==> config.mk <==
export PLATFORM = sky130hd
export DESIGN_NAME = dsi_lane_scheduler
export DESIGN_NICKNAME = d
export VERILOG_FILES = /design/src/rtl/dsi_lane_scheduler.sv
export SDC_FILE = /design/constraint.sdc
export NUM_CORES = 1
export LEC_CHECK = 0
export CORE_AREA = 2 2 64 66
export CTS_BUF_LIST = sky130_fd_sc_hd__clkbuf_8 sky130_fd_sc_hd__clkbuf_16
export CTS_CLUSTER_SIZE = 16
export DETAILED_ROUTE_END_ITERATION = 7
export DIE_AREA = 0 0 66 68
export PLACE_DENSITY = 0.83
export REMOVE_ABC_BUFFERS = 1
export SYNTH_ARGS = -nofsm -noshare
export SYNTH_HDL_FRONTEND = slang
export SYNTH_SLANG_ARGS = --single-unit
==> constraint.sdc <==
create_clock -name clk -period 4.7 [get_ports clk]
set_input_delay 0.94 -clock clk [delete_from_list [all_inputs] [get_ports clk]]
set_output_delay 0.94 -clock clk [all_outputs]
set_load 0.005 [all_outputs]
==> src/rtl/dsi_lane_scheduler.sv <==
// Round-robin arbiter framing one of N_SRC packet FIFOs onto a DSI lane.
// Each grant emits start, a byte stream, fin, then a programmable gap.
module dsi_lane_scheduler #(
  parameter int N_SRC       = 2,
  parameter int GAP_W       = 16,
  parameter bit BIT_REVERSE = 1'b1
) (
  input  logic               clk,
  input  logic               rst,
  input  logic [8*N_SRC-1:0] src_data,
  input  logic [N_SRC-1:0]   src_empty,
  input  logic [N_SRC-1:0]   src_mode_lp,
  input  logic [N_SRC-1:0]   src_en,
  output logic [N_SRC-1:0]   src_read,
  output logic [7:0]         lane_data,
  output logic               lane_mode_lp,
  output logic               lane_start_rqst,
  output logic               lane_fin_rqst,
  input  logic               lane_data_rqst,
  input  logic [GAP_W-1:0]   p2p_gap,
  output logic [2:0]         grant_id,
  output logic               busy
);

  typedef enum logic [1:0] {
    IDLE,
    START,
    SEND,
    GAP
  } state_t;

  state_t           state_q, state_d;
  logic [2:0]       grant_q, grant_d;
  logic [2:0]       ptr_q, ptr_d;
  logic [7:0]       data_q, data_d;
  logic             mode_q, mode_d;
  logic [GAP_W-1:0] gap_q, gap_d;

  logic [N_SRC-1:0] elig;
  logic [N_SRC-1:0] g_oh;
  logic [N_SRC-1:0] rd;
  logic             hi_vld, lo_vld, pick_vld;
  logic [2:0]       hi, lo, pick;
  logic [2:0]       ptr_nxt;
  logic [7:0]       head, head_rev, head_lane;
  logic             g_empty, g_mode;
  logic             start, fin;

  assign elig = src_en & ~src_empty;

  // Rotating priority: lowest eligible index at or above ptr, else wrap.
  always_comb begin
    hi_vld = 1'b0;
    lo_vld = 1'b0;
    hi     = '0;
    lo     = '0;
    for (int k = N_SRC - 1; k >= 0; k--) begin
      if (elig[k]) begin
        if (3'(k) >= ptr_q) begin
          hi_vld = 1'b1;
          hi     = 3'(k);
        end else begin
          lo_vld = 1'b1;
          lo     = 3'(k);
        end
      end
    end
    pick_vld = hi_vld | lo_vld;
    pick     = hi_vld ? hi : lo;
  end

  always_comb begin
    head    = '0;
    g_empty = 1'b0;
    g_mode  = 1'b0;
    g_oh    = '0;
    for (int k = 0; k < N_SRC; k++) begin
      if (grant_q == 3'(k)) begin
        head    = src_data[8*k +: 8];
        g_empty = src_empty[k];
        g_mode  = src_mode_lp[k];
        g_oh[k] = 1'b1;
      end
    end
  end

  always_comb begin
    head_rev = '0;
    for (int i = 0; i < 8; i++) begin
      head_rev[i] = head[7-i];
    end
    head_lane = BIT_REVERSE ? head_rev : head;
  end

  assign ptr_nxt = (grant_q == 3'(N_SRC - 1)) ? 3'd0
                                              : grant_q + 3'd1;

  always_comb begin
    state_d = state_q;
    grant_d = grant_q;
    ptr_d   = ptr_q;
    data_d  = data_q;
    mode_d  = mode_q;
    gap_d   = gap_q;
    rd      = '0;
    start   = 1'b0;
    fin     = 1'b0;
    unique case (state_q)
      IDLE: begin
        if (pick_vld) begin
          grant_d = pick;
          state_d = START;
        end
      end
      START: begin
        if (g_empty) begin
          state_d = IDLE;
        end else if (lane_data_rqst) begin
          start   = 1'b1;
          rd      = g_oh;
          data_d  = head_lane;
          mode_d  = g_mode;
          ptr_d   = ptr_nxt;
          state_d = SEND;
        end
      end
      SEND: begin
        if (lane_data_rqst) begin
          if (!g_empty) begin
            rd     = g_oh;
            data_d = head_lane;
          end else begin
            fin     = 1'b1;
            gap_d   = p2p_gap;
            state_d = GAP;
          end
        end
      end
      GAP: begin
        if (gap_q != '0) begin
          gap_d = gap_q - GAP_W'(1);
        end else begin
          mode_d  = 1'b0;
          state_d = IDLE;
        end
      end
      default: state_d = IDLE;
    endcase
    // Keep FIFOs and lane untouched during reset.
    if (rst) begin
      rd    = '0;
      start = 1'b0;
      fin   = 1'b0;
    end
  end

  always_ff @(posedge clk) begin
    if (rst) begin
      state_q <= IDLE;
      grant_q <= '0;
      ptr_q   <= '0;
      data_q  <= '0;
      mode_q  <= 1'b0;
      gap_q   <= '0;
    end else begin
      state_q <= state_d;
      grant_q <= grant_d;
      ptr_q   <= ptr_d;
      data_q  <= data_d;
      mode_q  <= mode_d;
      gap_q   <= gap_d;
    end
  end

  assign src_read        = rd;
  assign lane_data       = data_q;
  assign lane_mode_lp    = mode_q;
  assign lane_start_rqst = start;
  assign lane_fin_rqst   = fin;
  assign grant_id        = grant_q;
  assign busy            = (state_q != IDLE);

endmodule

Word-level counts from Yosys, hierarchy flattened
Index checks and enable logic that the tools add are counted.
{"block": "totals", "output_inout_bits": 17, "reg_bits": 33, "in_bits": 41, "wordCells": 100}
{"block": "op_classes", "n_bitwise": 4, "mux": 60, "order_cmp": 2, "n_reduce_logical": 13, "n_eq_ne": 13, "n_addsub": 2}
{"cell": "two-way mux 16 bit", "n": 3}
{"cell": "two-way mux 8 bit", "n": 6}
{"cell": "case mux 16 bit (2 select lines)", "n": 1}
{"cell": "two-way mux 1 bit", "n": 29}
{"cell": "two-way mux 2 bit", "n": 11}
{"cell": "two-way mux 3 bit", "n": 6}
{"cell": "!= test 2 bit (second input constant)", "n": 8}
{"cell": "case mux 8 bit (2 select lines)", "n": 1}
{"cell": "nonzero test 16 bit", "n": 1}
{"cell": "subtractor 16 x 1 -> 16 bit (second input constant)", "n": 1}
{"cell": "AND reduction 5 bit", "n": 2}
{"cell": "case mux 2 bit (4 select lines)", "n": 1}
{"cell": "AND reduction 4 bit", "n": 2}
{"cell": "nonzero test 2 bit", "n": 4}
{"cell": ">= comparator 1 x 3 -> 1 bit (first input constant)", "n": 2}
{"cell": "equality test 2 bit (second input constant)", "n": 2}
{"cell": "case mux 2 bit (2 select lines)", "n": 1}
{"cell": "adder 3 x 1 -> 3 bit (second input constant)", "n": 1}
{"cell": "equality test 3 x 1 -> 1 bit (second input constant)", "n": 1}
{"cell": "zero test 3 bit", "n": 1}
{"cell": "!= test 3 bit (second input constant)", "n": 1}
{"cell": "AND reduction 3 bit", "n": 1}
{"cell": "AND 2 bit", "n": 1}
{"cell": "equality test 2 x 1 -> 1 bit (second input constant)", "n": 1}
{"cell": "other kinds (6)", "n": 6}

Depth between registers and ports, before layout
{"block": "logic_depth", "ltp_word": 8, "mapped_depth": 8, "ltp_nobuf": 7}

Worst setup path after synthesis
OpenSTA, ideal clock, no wires.
{"block": "synth_path", "path_type": "input to output", "start": "in rst", "end": "out lane_fin_rqst", "n_path_buf": 1, "path_slack_ps": 2275, "required_ps": 3760, "path_stages": 2, "arrival_time_ps": 1485, "cell_sequence": "clkbuf_1 -> nor4b_1"}
{"block": "synth_between", "elab_chain_cells": 1}
{"element": "start: declaration", "line": "9", "text": "input logic rst,"}
{"element": "two-way mux 1 bit", "line": "150", "text": "if (rst) begin"}
{"element": "end: declaration", "line": "18", "text": "output logic lane_fin_rqst,"}
No other way between the ends.

Final worst setup path
{"block": "layout_path", "start": "in rst", "end": "out src_read[1]"}
{"block": "layout_between", "elab_chain_cells": 1}
{"element": "two-way mux 2 bit", "line": "150"}
{"element": "end: declaration", "line": "14", "text": "output logic [N_SRC-1:0] src_read,"}
No other way between the ends.

==> results.yml <==
timing:
  tightest_slew_ns: 0.775
  hold_viol: 0
  tns_ns: 0
  fraction_of_the_cycle_the_final_worst_path_needs_pct: 81.5
  timing.final.max_slew_violations: 0
  clock_skew_ns: 0.00429
  final-setup-viol-count: 0
  setup_repair_after_global_routing_missed_its_margin: "false"
  timing.slew.headroom_pct: 48.1
  fmax_mhz: 261
  finalWorstPathRequiredPeriod_ns: 3.83
cts:
  cts_tree: "built"
  cts_buffers: 5
  clkSinkCount: 29
  post-cts-setup-buffer-count: 0
  insertion_delay_ns: 0.28
  cts.htree.levels: 2
  cts_hold_buf: 0
  clock-root-buffer: "sky130_fd_sc_hd__clkbuf_8"
  clkSlewWorstSetupHoldPaths_ns: 0.06
  cts_resized: 0
  clock_path_buffers: 2
detailed_routing:
  final_antenna_net_count: 0
  drtIter0Drc: 109
  drcViolationCount: 0
  wire_per_inst_um: 13.0
  first_pass_iters: 4
  vias: 1822
  drt-total-wl_um: 4280
  vias_per_cell: 5.52
synth:
  synth.cell_area_um2: 1830
  synth.avg_cell_area_um2: 7.95
  async_reset_ff_share_pct: 0
  synth-seq-area-share_pct: 31.7
  post_synth_edffs: 0
  synthesis.yosys.warnings: 0
  synth.ff_latch_count: 29
  synth.distinct_cells: 49
  synthesis.instances: 230
  synth_top_flop_cell: "sky130_fd_sc_hd__dfxtp_1"
power:
  seq_power_share_pct: 37.5
  power_switching_share_pct: 26.8
  peak_supply_drop_mv: 0.129
  pwr-share-clk_pct: 37.2
  total_power_of_the_final_layout_w: 0.000716
  internal_power_w: 0.000524
  switching_power_w: 0.000192
  pwr-share-comb_pct: 25.2
  p_leak_nw: 0.940
  power-per-cell-area_nw_per_um2: 287
job:
  drv.max_cap_violation_count: 0
setup_path:
  type_of_element_capturing_the_critical_path: "primary output"
  cell_with_the_biggest_individual_delay_on_the_critical_path: "sky130_fd_sc_hd__clkdlybuf4s50_1"
  worstSetupStartpointType: "input pin"
  critical_path_arrival_ns: 2.89
  worst-path-max-fanout: 12
  crit_top_cell: "sky130_fd_sc_hd__clkdlybuf4s50_1"
  cp_data_required_time_ns: 3.76
  timing.critical_path.cells: "clkdlybuf4s50_1, inv_1, o2111ai_1, nor3b_1, clkdlybuf4s50_1"
  delay_of_the_slowest_critical_path_stage_ns: 0.65
  critical_path_start_end_classification: "in2out"
layout:
  drive_gt1_share_pct: 7.50
  filler_cell_count: 349
  fin_nets: 326
  layout.cells.most_common_list: "sky130_fd_sc_hd__clkdlybuf4s50_1 (55), sky130_fd_sc_hd__dfxtp_1 (29), sky130_fd_sc_hd__a21oi_1 (25)"
  finish.utilization_pct: 64.7
  seqCellArea_um2: 581
  diodes: 0
  areaGrowthSynthToFinish_pct: 36.5
  multiInputGateArea_um2: 1110
  filler_free_cell_count_of_the_finished_design: 330
  layout_commonest_cell: "sky130_fd_sc_hd__clkdlybuf4s50_1"
placed_design:
  place_hpwl_um: 3030
  place_congestion: 0.864
  post-place-cells: 322
  buffer_ports.inserted: 55
die:
  num_io_pins: 58
  floorplan.initialDensity_pct: 47.4
  die_h_um: 68
  placementRows: 23
  die-area_um2: 4490
  die_w_um: 66
  fp.coreArea_um2: 3860
run_status:
  outcome: "complete, no violations"
global_route:
  groute.usage.overall_pct: 20.4
  antenna_found_initial: 0
  via_count_of_the_first_global_routing_pass: 1691
  grt_first_pass_wirelength_um: 7250
  grt_max_degree: 32
  grt-ovfl-total: 0
hold_path:
  hold_path_class: "reg2reg"
[flip-flops by register name, summed over array words and instances (netlist names)]
name,flops
ptr_q,1
grant_id,1
lane_data,8
gap_q,16
state_q,2
lane_mode_lp,1
[cell families after synthesis]
kind of cell    after synthesis  share of synthesized area [%]
mux                          12                           6.57
buf+inv                      30                           7.73
fa+ha+maj                     6                           4.10
simple gates                 80                           23.1
compound gates               72                           26.5
other cells                   1                          0.205
flops                        29                           31.7
[through the flow]
stage / hold WS (ns) / setup WS [ns] / cell area (um2)
final: 0.454 / 0.867 / 2500
after global routing: 0.493 / 0.688 / 2500
after CTS: 0.453 / 0.869 / 2500
after detailed placement: 0.443 / 0.889 / 2380
after global placement: 0.440 / 0.924 / 2380
after floorplan: 0.421 / 2.10 / 1740
[routing by layer]
layer	share of wire [%]	up-vias	GRT usage (%)
li1	-	936	-
met1	45	824	24.6
met2	49	54	36.9
met3	5.2	8	4.93
met4	1.3	0	4.59
met5	0	-	0
[worst paths after layout]
path                              start                endpoint  slack [ns]  cells past startpoint
setup / recovery                    rst             src_read[1]        0.87                      5
hold / removal    ptr_q[0]$_SDFFE_PP0P_   ptr_q[0]$_SDFFE_PP0P_        0.45                      2
setup reg to reg  gap_q[0]$_SDFFE_PP0P_  gap_q[15]$_SDFFE_PP0P_        1.95                      7
hold reg to reg   ptr_q[0]$_SDFFE_PP0P_   ptr_q[0]$_SDFFE_PP0P_        0.45                      2
[synthesized netlist by cell type, types with 4 or more instances]
cell type | instances | area share (%)
sky130_fd_sc_hd__o32ai_1 | 5 | 2.4
sky130_fd_sc_hd__inv_1 | 11 | 2.3
sky130_fd_sc_hd__or3_1 | 4 | 1.4
sky130_fd_sc_hd__nand2b_1 | 6 | 2.1
sky130_fd_sc_hd__a21oi_1 | 25 | 6.8
sky130_fd_sc_hd__nand2_1 | 12 | 2.5
sky130_fd_sc_hd__mux2i_1 | 12 | 6.6
sky130_fd_sc_hd__or2_2 | 5 | 1.7
sky130_fd_sc_hd__a211oi_1 | 9 | 3.7
sky130_fd_sc_hd__dfxtp_1 | 29 | 32
sky130_fd_sc_hd__o21ai_1 | 9 | 2.5
sky130_fd_sc_hd__ha_1 | 6 | 4.1
sky130_fd_sc_hd__nor3_1 | 10 | 2.7
sky130_fd_sc_hd__nor2_1 | 22 | 4.5
sky130_fd_sc_hd__clkbuf_1 | 9 | 1.8
[layout make-up]
type / instances / share of cell area (%)
clock buffers: 6 / 3.31
clock inverters: 2 / 1.35
inverters: 12 / 1.80
multi-input cells: 172 / 44.5
flip-flops and latches: 29 / 23.3
well taps: 50 / 2.51
repair buffers: 59 / 23.3
[power groups by stage]
stage / Combinational, W / Sequential [W] / Clock (W)
after CTS: 0.000181 / 0.000269 / 0.000268
after global placement: 0.000177 / 0.000274 / 0
after detailed placement: 0.000179 / 0.000274 / 0
final: 0.000181 / 0.000269 / 0.000267
after floorplan: 0.0000967 / 0.000276 / 0
after global routing: 0.000198 / 0.000271 / 0.000278
[worst max-delay path, delay by kind of cell]
| family | cells | cell delay, ns |
|---|---|---|
| buffers and inverters | 3 | 1.52 |
| and+or+nand+nor | 1 | 0.22 |
| AOI/OAI and AO/OA | 1 | 0.21 |
Note: power is estimated with default switching activity, not from simulation.
==> RTL edit, RTL diff (same settings) <==
Change the parameter `GAP_W` from 16 to 14.
--- a/src/rtl/dsi_lane_scheduler.sv
+++ b/src/rtl/dsi_lane_scheduler.sv
@@ -2,7 +2,7 @@
 // Each grant emits start, a byte stream, fin, then a programmable gap.
 module dsi_lane_scheduler #(
   parameter int N_SRC       = 2,
-  parameter int GAP_W       = 16,
+  parameter int GAP_W       = 14,
   parameter bit BIT_REVERSE = 1'b1
 ) (
   input  logic               clk,
Interface: changed (resized p2p_gap); port bits go from 58 to 56. The function was not compared with the original's and may differ.
==> RTL edit against the unedited design <==
Final area down 8.0%; sequential cell count down 2; critical path depth unchanged; synthesized cell count down 8.7%; power down 24%; cell count down 7.6%; area after synthesis down 6.1%; setup slack better by 0.32 ns; non-clock buffer count down 5; utilization down 5.2 points; wire length down 1.2%.
==> RTL edit: results (changes against the unedited design) <==
cts_buffers: 3  # -2
layout.nets: 301  # -7.7%
clkSlewWorstSetupHoldPaths_ns: 0.10  # +0.04 ns
worst_r2r_path_depth: 5  # -2
layout-drive-gt1-share_pct: 6.27  # -1.2 points
tightest_slew_ns: 0.877  # +0.103 ns
vias: 1710  # -6.1%
fillerInstances: 352  # +0.86%
largest_reg_flops: 14  # -2
fin_worst_skew_ns: 0.00331  # -0.000987 ns
synth_fa_ha_area_share_pct: 4.37  # +0.27 points
first_iter_violations: 143  # +31%
outcome: "completed"
place_area_um2: 2250  # -5.5%
ys_top_cells_by_count: "27 x dfxtp_1, 21 x a21oi_1, 21 x nor2_1"
vdd_drop_max_mv: 0.115  # -10%
pwr-share-seq_pct: 46.7  # +9.2 points
grt_max_degree: 30  # -6.3%
netlist_top_cells_area: "dfxtp_1 31%, mux2i_1 6.4%, a21oi_1 6.1%, nor2_1 4.6%, ha_1 4.4%"
critPathLaunch: "src_empty[1]"
dpl.hpwl_um: 3100  # +2.4%
crit_end: "lane_start_rqst"
synthMuxAreaShare_pct: 7.72  # +1.2 points
synth_seq_area_share_pct: 31.5  # -0.27 points
grt_pass1_wl_um: 7020  # -3.1%
r2r_slack_ns: 2.15  # +0.20 ns
worstPathMaxFanout: 5  # -7
==> RTL edit: changes by cell type after synthesis, sizes merged, moves of 3 or more <==
cell	unedited run	this run
or2	5	0
and3	1	4
nand2b	6	3
nand3	3	0
a21oi	25	21
nand2	12	15
nor2b	3	6
==> RTL edit: kinds of logic (layout without fill, tap and decap cells) <==
| group | count (synthesis) | in the layout |
|---|---|---|
| AOI/OAI and AO/OA | 68 | 68 |
| adders and majority gates | 6 | 6 |
| buffers and inverters | 24 | 68 |
| DFF | 27 | 27 |
| muxes | 13 | 13 |
| other | 1 | 2 |
| and+or+nand+nor | 71 | 71 |
==> RTL edit: cell type report <==
type,count,share of cell area [%]
inverters,10,1.63
flip-flops and latches,27,23.5
well taps,50,2.72
multi-input cells,160,46.6
clock inverters,1,0.327
clock buffers,3,1.80
repair buffers,54,23.4
==> RTL edit: per-layer routing <==
metal | global-route usage (%) | share of wire (%)
met1 | 23.6 | 46
met2 | 34.0 | 46
met4 | 5.87 | 0.38
met5 | 0 | 0
met3 | 6.25 | 7.9
